## config.mk

```make
export PLATFORM = sky130hd
export DESIGN_NAME = mem_arbiter
export DESIGN_NICKNAME = d
export VERILOG_FILES = /design/src/rtl/mem_arbiter_pkg.sv /design/src/rtl/mem_arb_timer.sv /design/src/rtl/mem_arbiter.sv
export SDC_FILE = /design/constraint.sdc
export NUM_CORES = 1
export LEC_CHECK = 0
export BUFFER_PORTS_ARGS = -buffer_cell sky130_fd_sc_hd__clkbuf_2
export CORE_AREA = 3 3 102 104
export CTS_CLUSTER_SIZE = 28
export DETAILED_ROUTE_END_ITERATION = 12
export DIE_AREA = 0 0 105 107
export GPL_TIMING_DRIVEN = 0
export PLACE_DENSITY = 0.56
export SLEW_MARGIN = 30
export SYNTH_ARGS = -nofsm -noshare
export SYNTH_HDL_FRONTEND = slang
export SYNTH_SLANG_ARGS = --single-unit
```

## constraint.sdc

```tcl
create_clock -name CLK -period 3 [get_ports CLK]
set_clock_uncertainty 0.2 [all_clocks]
set_input_delay 0.6 -clock CLK [delete_from_list [all_inputs] [get_ports CLK]]
set_output_delay 0.6 -clock CLK [all_outputs]
set_load 0.05 [all_outputs]
```

## src/rtl/mem_arbiter_pkg.sv

```systemverilog
// Shared types and constants for the instruction/data memory arbiter.
// Used by mem_arbiter and mem_arb_timer.
package mem_arbiter_pkg;

    typedef enum logic [1:0] {
        FREE   = 2'd0,
        BUSY   = 2'd1,
        ACCESS = 2'd2,
        ERROR  = 2'd3
    } ramstate_t;

    typedef enum logic [1:0] {
        IDLE = 2'd0,
        DACC = 2'd1,
        IACC = 2'd2
    } state_t;

    localparam logic [31:0] ERRWORD_DEFAULT = 32'hBAD1BAD1;
    localparam int          TIMER_MIN_W     = 8;

endpackage

```

## src/rtl/mem_arb_timer.sv

```systemverilog
// Saturating access-wait counter with synchronous clear and an at-limit flag.
// The clear input has priority over counting.
module mem_arb_timer #(
    parameter int W     = 8,
    parameter int LIMIT = 255
) (
    input  logic CLK,
    input  logic RST,
    input  logic clr,
    input  logic en,
    output logic at_limit
);
    import mem_arbiter_pkg::*;

    localparam logic [W-1:0] LIM = W'(LIMIT);

    logic [W-1:0] count;

    always_ff @(posedge CLK) begin
        if (RST || clr) begin
            count <= '0;
        end else if (en && (count != LIM)) begin
            count <= count + 1'b1;
        end
    end

    assign at_limit = (count == LIM);

endmodule

```

## src/rtl/mem_arbiter.sv

```systemverilog
// Arbiter between instruction fetch (read-only) and data cache (read/write)
// over one single-port RAM. Optional perf counters under `MEMARB_PERF_EN.
module mem_arbiter
    import mem_arbiter_pkg::*;
#(
    parameter int          DSTREAK = 4,
    parameter int          TIMEOUT = 255,
    parameter logic [31:0] ERRWORD = ERRWORD_DEFAULT
) (
    input  logic        CLK,
    input  logic        RST,
    input  logic        iREN,
    input  logic [31:0] iaddr,
    output logic        iwait,
    output logic [31:0] iload,
    input  logic        dREN,
    input  logic        dWEN,
    input  logic [31:0] daddr,
    input  logic [31:0] dstore,
    output logic        dwait,
    output logic [31:0] dload,
    output logic        ramREN,
    output logic        ramWEN,
    output logic [31:0] ramaddr,
    output logic [31:0] ramstore,
    input  logic [31:0] ramload,
    input  logic [1:0]  ramstate,
    output logic        memerr
`ifdef MEMARB_PERF_EN
    ,
    output logic [31:0] dcount,
    output logic [31:0] icount,
    output logic [31:0] stallcyc
`endif
);

    localparam int TW = ($clog2(TIMEOUT + 1) > TIMER_MIN_W) ? $clog2(TIMEOUT + 1) : TIMER_MIN_W;
    localparam int SW = $clog2(DSTREAK + 1);
    localparam logic [SW-1:0] STREAK_MAX = SW'(DSTREAK);

    state_t          state, next_state;
    ramstate_t       rs;
    logic [SW-1:0]   streak;
    logic            dreq;
    logic            at_limit;
    logic            dcomp_ok, dcomp_err, icomp_ok, icomp_err;

    assign rs   = ramstate_t'(ramstate);
    assign dreq = dREN | dWEN;

    mem_arb_timer #(
        .W     (TW),
        .LIMIT (TIMEOUT)
    ) u_timer (
        .CLK      (CLK),
        .RST      (RST),
        .clr      (state == IDLE),
        .en       (state != IDLE),
        .at_limit (at_limit)
    );

    always_comb begin
        next_state = state;
        iwait      = 1'b1;
        dwait      = 1'b1;
        iload      = '0;
        dload      = '0;
        ramREN     = 1'b0;
        ramWEN     = 1'b0;
        ramaddr    = '0;
        ramstore   = '0;
        dcomp_ok   = 1'b0;
        dcomp_err  = 1'b0;
        icomp_ok   = 1'b0;
        icomp_err  = 1'b0;

        case (state)
            IDLE: begin
                // Instruction wins only once data has used up its streak.
                if (dreq && iREN && (streak == STREAK_MAX)) next_state = IACC;
                else if (dreq)                              next_state = DACC;
                else if (iREN)                              next_state = IACC;
            end

            DACC: begin
                ramaddr  = daddr;
                ramstore = dstore;
                if (dWEN) ramWEN = 1'b1;
                else      ramREN = dREN;
                if (!dreq) begin
                    next_state = IDLE;
                end else if (rs == ACCESS) begin
                    dwait      = 1'b0;
                    dload      = ramload;
                    dcomp_ok   = 1'b1;
                    next_state = IDLE;
                end else if ((rs == ERROR) || at_limit) begin
                    dwait      = 1'b0;
                    dload      = ERRWORD;
                    dcomp_err  = 1'b1;
                    next_state = IDLE;
                end
            end

            IACC: begin
                ramREN  = 1'b1;
                ramaddr = iaddr;
                if (!iREN) begin
                    next_state = IDLE;
                end else if (rs == ACCESS) begin
                    iwait      = 1'b0;
                    iload      = ramload;
                    icomp_ok   = 1'b1;
                    next_state = IDLE;
                end else if ((rs == ERROR) || at_limit) begin
                    iwait      = 1'b0;
                    iload      = ERRWORD;
                    icomp_err  = 1'b1;
                    next_state = IDLE;
                end
            end

            default: next_state = IDLE;
        endcase
    end

    always_ff @(posedge CLK) begin
        if (RST) begin
            state  <= IDLE;
            streak <= '0;
            memerr <= 1'b0;
        end else begin
            state <= next_state;
            if (dcomp_ok && (streak != STREAK_MAX)) streak <= streak + 1'b1;
            if ((state == IACC) && (next_state != IACC)) streak <= '0;
            if (dcomp_err || icomp_err) memerr <= 1'b1;
        end
    end

`ifdef MEMARB_PERF_EN
    logic stall;
    assign stall = (iREN & iwait) | (dreq & dwait);

    always_ff @(posedge CLK) begin
        if (RST) begin
            dcount   <= '0;
            icount   <= '0;
            stallcyc <= '0;
        end else begin
            if (dcomp_ok) dcount   <= dcount + 1'b1;
            if (icomp_ok) icount   <= icount + 1'b1;
            if (stall)    stallcyc <= stallcyc + 1'b1;
        end
    end
`endif

endmodule

```

==> flow_metrics.tcl, run 1 <==
set metrics [dict create \
    cp_data_required_time_ns 2.20 \
    synth_top_family_by_area "simple AND/OR/NAND/NOR gates" \
    grt_first_pass_wirelength_um 13700 \
    rsz0062_at_grt "false" \
    yosysTopAreaCell "and2_1" \
    hold_viol 0 \
    start_kind "flip-flop" \
    final_antenna_net_count 0 \
    io_pins 268 \
    r2r_start "state[1]$_SDFF_PP0_" \
    critical_path_class "reg -> out" \
    grt_max_degree 11 \
    power.density_nw_per_um2 270.7 \
    place_area_um2 3497 \
    die-area_um2 11240 \
    drive_above_1_share 0.5340 \
    initial_core_util 0.2069 \
    ys_seq_elements 14 \
    grt_usage 0.1413 \
    ff2ff_setup_slack_ns 0.99 \
    seqPwrFrac 0.199 \
    gp_congestion 0.7631 \
    dieWidth_um 105 \
    slew_violations 0 \
    fin_nets 716 \
    clockRootBuffer "clkbuf_8" \
    min_path_type "reg -> reg" \
    pwr-share-comb 0.611 \
    avgSynthCellArea_um2 6.648 \
    power_switching_uw 488.0 \
    yosys.area_share.simple 0.5006 \
    p_int_uw 494.5 \
    antenna_found_initial 0 \
    fmax_mhz 347.1 \
    port_buffers 267 \
    first_iter_violations 132 \
    wirelength_um 8790 \
    die_h_um 107 \
    async_flop_share 0 \
    synth_fa_ha_area_frac 0.04391 \
    num_vias 3063 \
    vdd_ir_drop_max_uv 163.7 \
    synth_cells 300 \
    ys_warn_count 0 \
    final_cells 706 \
    numCtsBuffers 3 \
    synth_compound_area_frac 0.2196 \
    worst_slew_margin_rel 0.6638 \
    syn2layout_area_growth_pct 81.99 \
    synth_most_common_cell "nor2_1" \
    maxCapViolCount 0 \
    power_frac_clock 0.190 \
    hold_path.startpoint "memerr$_SDFFE_PP0P_" \
    worst_skew_pair.late_latency_ns 0.25 \
    path_clk_slew_ns 0.06 \
    h-tree-depth 1 \
    synth.top_cells.by_area "and2_1 (15%), dfxtp_1 (14%), a22oi_1 (12%), nor2_1 (10%), nor2b_1 (10%)" \
    dpl.hpwl_um 7614 \
    grt_pass1_vias 2929 \
    status "finished clean" \
    clk_path_buf_depth 2 \
    synth_cell_types 42 \
    post-route-util 0.3766 \
    firstDrtPassIters 4 \
    synthXorXnorAreaFrac 0.02196 \
    cp_data_arrival_time_ns 2.08 \
    netlist_area_um2 1994 \
    rows 36 \
    netSwitchingFraction 0.4967 \
    coreArea_um2 9639 \
    period_share 0.9602 \
    dp_cells 700 \
    synth_common_cells "nor2_1 (55), and2_1 (48), nor2b_1 (33)" \
    viasPerCell 4.339 \
    cts_num_sinks 14 \
    antenna_cells 0 \
    drcViolationCount 0 \
    finalCriticalPeriod_ns 2.881 \
    final_area_um2 3630 \
    synth_nets 442 \
    worstSetupEndpointType "output port" \
    power_leakage_nw 2.034 \
    synthMuxAreaShare 0.01004 \
    synth-edff-count 0 \
    ys.flop_type "dfxtp_1" \
    grt.overflow.total 0 \
    fin_setup_tns_ns 0 \
    tightest_slew_ns 0.5042 \
    ys_seq_area_frac 0.1405 \
    netlist.area_leader.share 0.1506 \
    worst-path-max-fanout 10 \
    wire_per_inst_um 12.45 \
    setup.worst_path.start "u_timer.count[1]$_SDFFE_PP0P_" \
    tritoncts "built" \
    finalSetupViolCount 0 \
]
## repair_timing
item                       in CTS  in global routing
buffers inserted                0                  3
hold buffers                    0                  0
setup endpoints to repair      39                 57
resized for setup              13                 23
## state kept, by name (all words and copies together) (netlist names)
signal and count:
memerr 1, state 2, streak 3, u_timer.count 8
## worst max-delay path, cell delays in order, from the launching register on
cell and delay (ns):
dfxtp_1 0.41, ha_4 0.20, and3_1 0.24, a21oi_2 0.11
or2_1 0.24, buf_6 0.14, buf_6 0.15, nor2_2 0.09
clkbuf_4 0.23
## cells in the final DEF, fill, tap and decap left out, types with 4 or more instances in the layout
cell type and instances:
clkbuf_2 253, nor2_1 54, and2_1 48, nor2b_1 33
a22oi_1 32, and3_1 16, clkbuf_1 13, dfxtp_1 13
nor2_2 11, clkbuf_4 11, buf_2 10, nand2_1 8
inv_1 5, ha_1 5, a21oi_1 4, a211oi_1 4
clkbuf_8 4
## layout make-up
type	instances	area (µm²)
buffer	23	110.1
clock buffer	4	55.05
fill	1060	6010
inverter	5	18.77
multi-input combinational	257	1612
sequential	14	281.5
tap	133	166.4
timing repair buffer	270	1386
## power groups by stage
stage	registers, mW	logic [mW]	clock network [mW]
2_1_floorplan	0.200	0.405	0
3_3_place_gp	0.199	0.593	0
3_5_place_dp	0.199	0.599	0
4_1_cts	0.195	0.602	0.191
5_1_grt	0.197	0.644	0.196
6_report	0.196	0.600	0.187
## through the flow
stage                     total power, mW  hold WS [ns]  worst slack, ns
after floorplan                    0.6052        0.2621          0.09776
after global placement             0.7922        0.2562           0.1028
after detailed placement           0.7977        0.2624          0.08871
after CTS                          0.9872        0.2790          0.02484
after global routing                1.038        0.3466         0.001554
final                              0.9826        0.2735           0.1194
## worst paths after layout
| path | end | depth (start not counted) |
|---|---|---|
| setup / recovery | iload[22] | 8 |
| hold reg to reg | memerr$_SDFFE_PP0P_ | 2 |
| setup reg to reg | streak[1]$_SDFFE_PP0P_ | 6 |
| hold / removal | memerr$_SDFFE_PP0P_ | 2 |
## cells by family (layout without fill, tap and decap cells)
family,count (synthesis),after routing
AND/OR/NAND/NOR,185,185
AO/OA/AOI/OAI,58,58
buffers and inverters,29,302
flip-flops,14,14
adder cells (fa/ha/maj),7,7
XOR/XNOR,5,5
multiplexers,2,2
## routing by layer
| layer | GRT usage | wire [µm] |
|---|---|---|
| met5 | 0 | 0 |
| met2 | 0.2695 | 4606 |
| met1 | 0.1704 | 3599 |
| met3 | 0.03010 | 567 |
| met4 | 0.005623 | 17 |
Power figures use the tool's default switching activity.
==> run 2: changes to the inputs <==
--- a/config.mk
+++ b/config.mk
@@ -7,8 +7,8 @@
 export LEC_CHECK = 0
 export BUFFER_PORTS_ARGS = -buffer_cell sky130_fd_sc_hd__clkbuf_2
-export CORE_AREA = 3 3 102 104
+export CORE_AREA = 4 4 103 105
 export CTS_CLUSTER_SIZE = 28
 export DETAILED_ROUTE_END_ITERATION = 12
-export DIE_AREA = 0 0 105 107
+export DIE_AREA = 0 0 107 109
 export GPL_TIMING_DRIVEN = 0
 export PLACE_DENSITY = 0.56
==> constraint.sdc (replaced) <==
create_clock -name CLK -period 3 [get_ports CLK]
set_clock_uncertainty 0.2 [all_clocks]
set_input_delay 0.6 -clock CLK [delete_from_list [all_inputs] [get_ports CLK]]
set_output_delay 0.6 -clock CLK [all_outputs]
set_load 0.1 [all_outputs]
==> run 2 against run 1 <==
Net effect:
- global-route usage increased by 2.2 points
- design area increased by 17%
- wire length up 20%
- maximum frequency is 1.9% lower
- setup slack got worse by 0.056 ns
- final cell count shrank 0.57%
- sequential cell count is the same
- power rose by 35%
- largest cell class unchanged
- critical endpoint is now iload[29]
- hold slack hardly changed
- first-iteration DRC count decreased by 3.0%
- non-clock buffer count fell by 4
==> flow_metrics.tcl, run 2 (synthesis gave the netlist of run 1 again) <==
set metrics [dict create \
    path_clk_slew_ns 0.06 \
    largestRegisters "u_timer.count (8), streak (3), state (2)" \
    die-area_um2 11660 \
    slew_violations 0 \
    antenna_found_initial 0 \
    antenna_cells 0 \
    worstSetupEndpointType "output port" \
    dr_wl_met2_um 5636 \
    wirelength_um 10520 \
    grt_pass1_vias 3198 \
    netSwitchingFraction 0.5905 \
    rows 36 \
    place_area_um2 3725 \
    viasPerCell 4.516 \
    cp_data_arrival_time_ns 2.14 \
    numCtsBuffers 3 \
    start_kind "flip-flop" \
    status "finished clean" \
    worst-path-max-fanout 10 \
    min_path_type "reg -> reg" \
    initial_core_util 0.2069 \
    fin_nets 712 \
    clockRootBuffer "clkbuf_8" \
    port_buffers 267 \
    drcViolationCount 0 \
    power_frac_clock 0.144 \
    m1WireLength_um 3714 \
    cts_num_sinks 14 \
    final_cell_mix "clkbuf_2 (158), clkbuf_4 (62), and2_1 (48), nor2b_2 (33), a22oi_1 (32)" \
    finalSetupViolCount 0 \
    worst_slew_margin_rel 0.6214 \
    pwr-share-comb 0.708 \
    first_iter_violations 128 \
    critical_path_class "reg -> out" \
    firstDrtPassIters 4 \
    dpl.hpwl_um 9200 \
    period_share 0.9788 \
    power_switching_uw 781.7 \
    coreArea_um2 9639 \
    finalCriticalPeriod_ns 2.937 \
    p_int_uw 542.2 \
    pre_cts_slack_ns -0.2753 \
    crit_top_cell "buf_6" \
    dieWidth_um 107 \
    grt_first_pass_wirelength_um 15580 \
    die_h_um 109 \
    tritoncts "built" \
    io_pins 268 \
    drive_above_1_share 0.6344 \
    seqPwrFrac 0.148 \
    worst_skew_pair.late_latency_ns 0.25 \
    final_common_cell "clkbuf_2" \
    grt.overflow.total 0 \
    rsz0062_at_grt "true" \
    final_area_um2 4232 \
    wire_per_inst_um 14.98 \
    finalWorstSetupSlack_ns 0.06349 \
    reg2reg_depth 6 \
    tightest_slew_ns 0.5703 \
    wl_met3_um 1085 \
    hold_viol 0 \
    slowest_stage "dfxtp_1" \
    path_cells "ha_4 > and3_4 > a21oi_2 > or2_1 > buf_6 > buf_6 > nor2_4 > clkbuf_8" \
    clk_path_buf_depth 2 \
    syn2layout_area_growth_pct 112.2 \
    gp_congestion 0.9109 \
    grt_usage 0.1633 \
    vdd_ir_drop_max_uv 237.2 \
    h-tree-depth 1 \
    cp_data_required_time_ns 2.20 \
    power_leakage_nw 2.127 \
    num_vias 3170 \
    largest_reg_flops 8 \
    power.density_nw_per_um2 312.8 \
    grt_max_degree 11 \
    worstHoldPathCells 2 \
    max_stage_delay_ns 0.44 \
    top_layer "met4" \
    final_antenna_net_count 0 \
    fmax_mhz 340.5 \
    maxCapViolCount 0 \
    cts_setup_buffers 0 \
    regMostFlops "u_timer.count" \
]
run 2: changes by cell type in the layout (fill, tap and decap cells not counted), moves of 7 or more:
cell	before	now
nor2_4	0	18
nor2b_1	33	0
buf_2	10	22
nor2_1	54	29
buf_6	2	12
clkbuf_4	11	62
nor2b_2	0	33
clkbuf_2	253	158
nor2_2	11	18
clkbuf_8	4	23
run 2: routing by layer:
metal | vias up | track usage
li1 | 1569 | -
met1 | 1415 | 0.1742
met2 | 179 | 0.3219
met3 | 7 | 0.04737
met4 | 0 | 0.02557
met5 | - | 0
run 2: path summary, 6_finish.rpt:
kind	from	to	slack [ns]
setup reg to reg	state[1]$_SDFF_PP0_	streak[0]$_SDFFE_PP0P_	0.98
hold / removal	memerr$_SDFFE_PP0P_	memerr$_SDFFE_PP0P_	0.27
setup / recovery	u_timer.count[0]$_SDFFE_PP0P_	iload[29]	0.06
hold reg to reg	memerr$_SDFFE_PP0P_	memerr$_SDFFE_PP0P_	0.27
run 2: power groups by stage:
stage | Clock, mW | Combinational (mW) | Sequential (mW)
finish | 0.191 | 0.937 | 0.196
global route | 0.194 | 0.982 | 0.196
CTS | 0.191 | 0.933 | 0.195
detailed placement | 0 | 0.904 | 0.199
global placement | 0 | 0.897 | 0.199
floorplan | 0 | 0.699 | 0.202
run 2: layout make-up:
cell class,count,area [µm²]
sequential,14,280.3
fill,1003,5408
inverter,5,18.77
clock buffer,4,55.05
multi-input combinational,257,1859
tap,133,166.4
buffer,22,108.9
timing repair buffer,267,1743
run 2: metrics by stage:
stage            util  setup TNS (ns)  hold WS [ns]  power [mW]  cells
6_report       0.4390               0        0.2732       1.324    702
5_1_grt        0.4390        -0.01493        0.3273       1.373    702
4_1_cts        0.4285               0        0.2841       1.319    703
3_5_place_dp   0.3864          -6.291        0.2703       1.103    700
3_3_place_gp   0.3864          -5.820        0.2675       1.096    700
2_1_floorplan       -          -1.961        0.2621      0.9014    300
run 2: repair_timing:
item,CTS,global route
pin swaps,0,0
endpoints found under the setup margin,125,101
hold buffers,0,0
resized for setup,105,89
run 2: critical path: cells and delay by family (launching register included):
family / cells / cell delay (ns)
AOI/OAI and AO/OA: 1 / 0.09
adders and majority gates: 1 / 0.21
buffers and inverters: 3 / 0.57
DFF: 1 / 0.44
and+or+nand+nor: 3 / 0.55
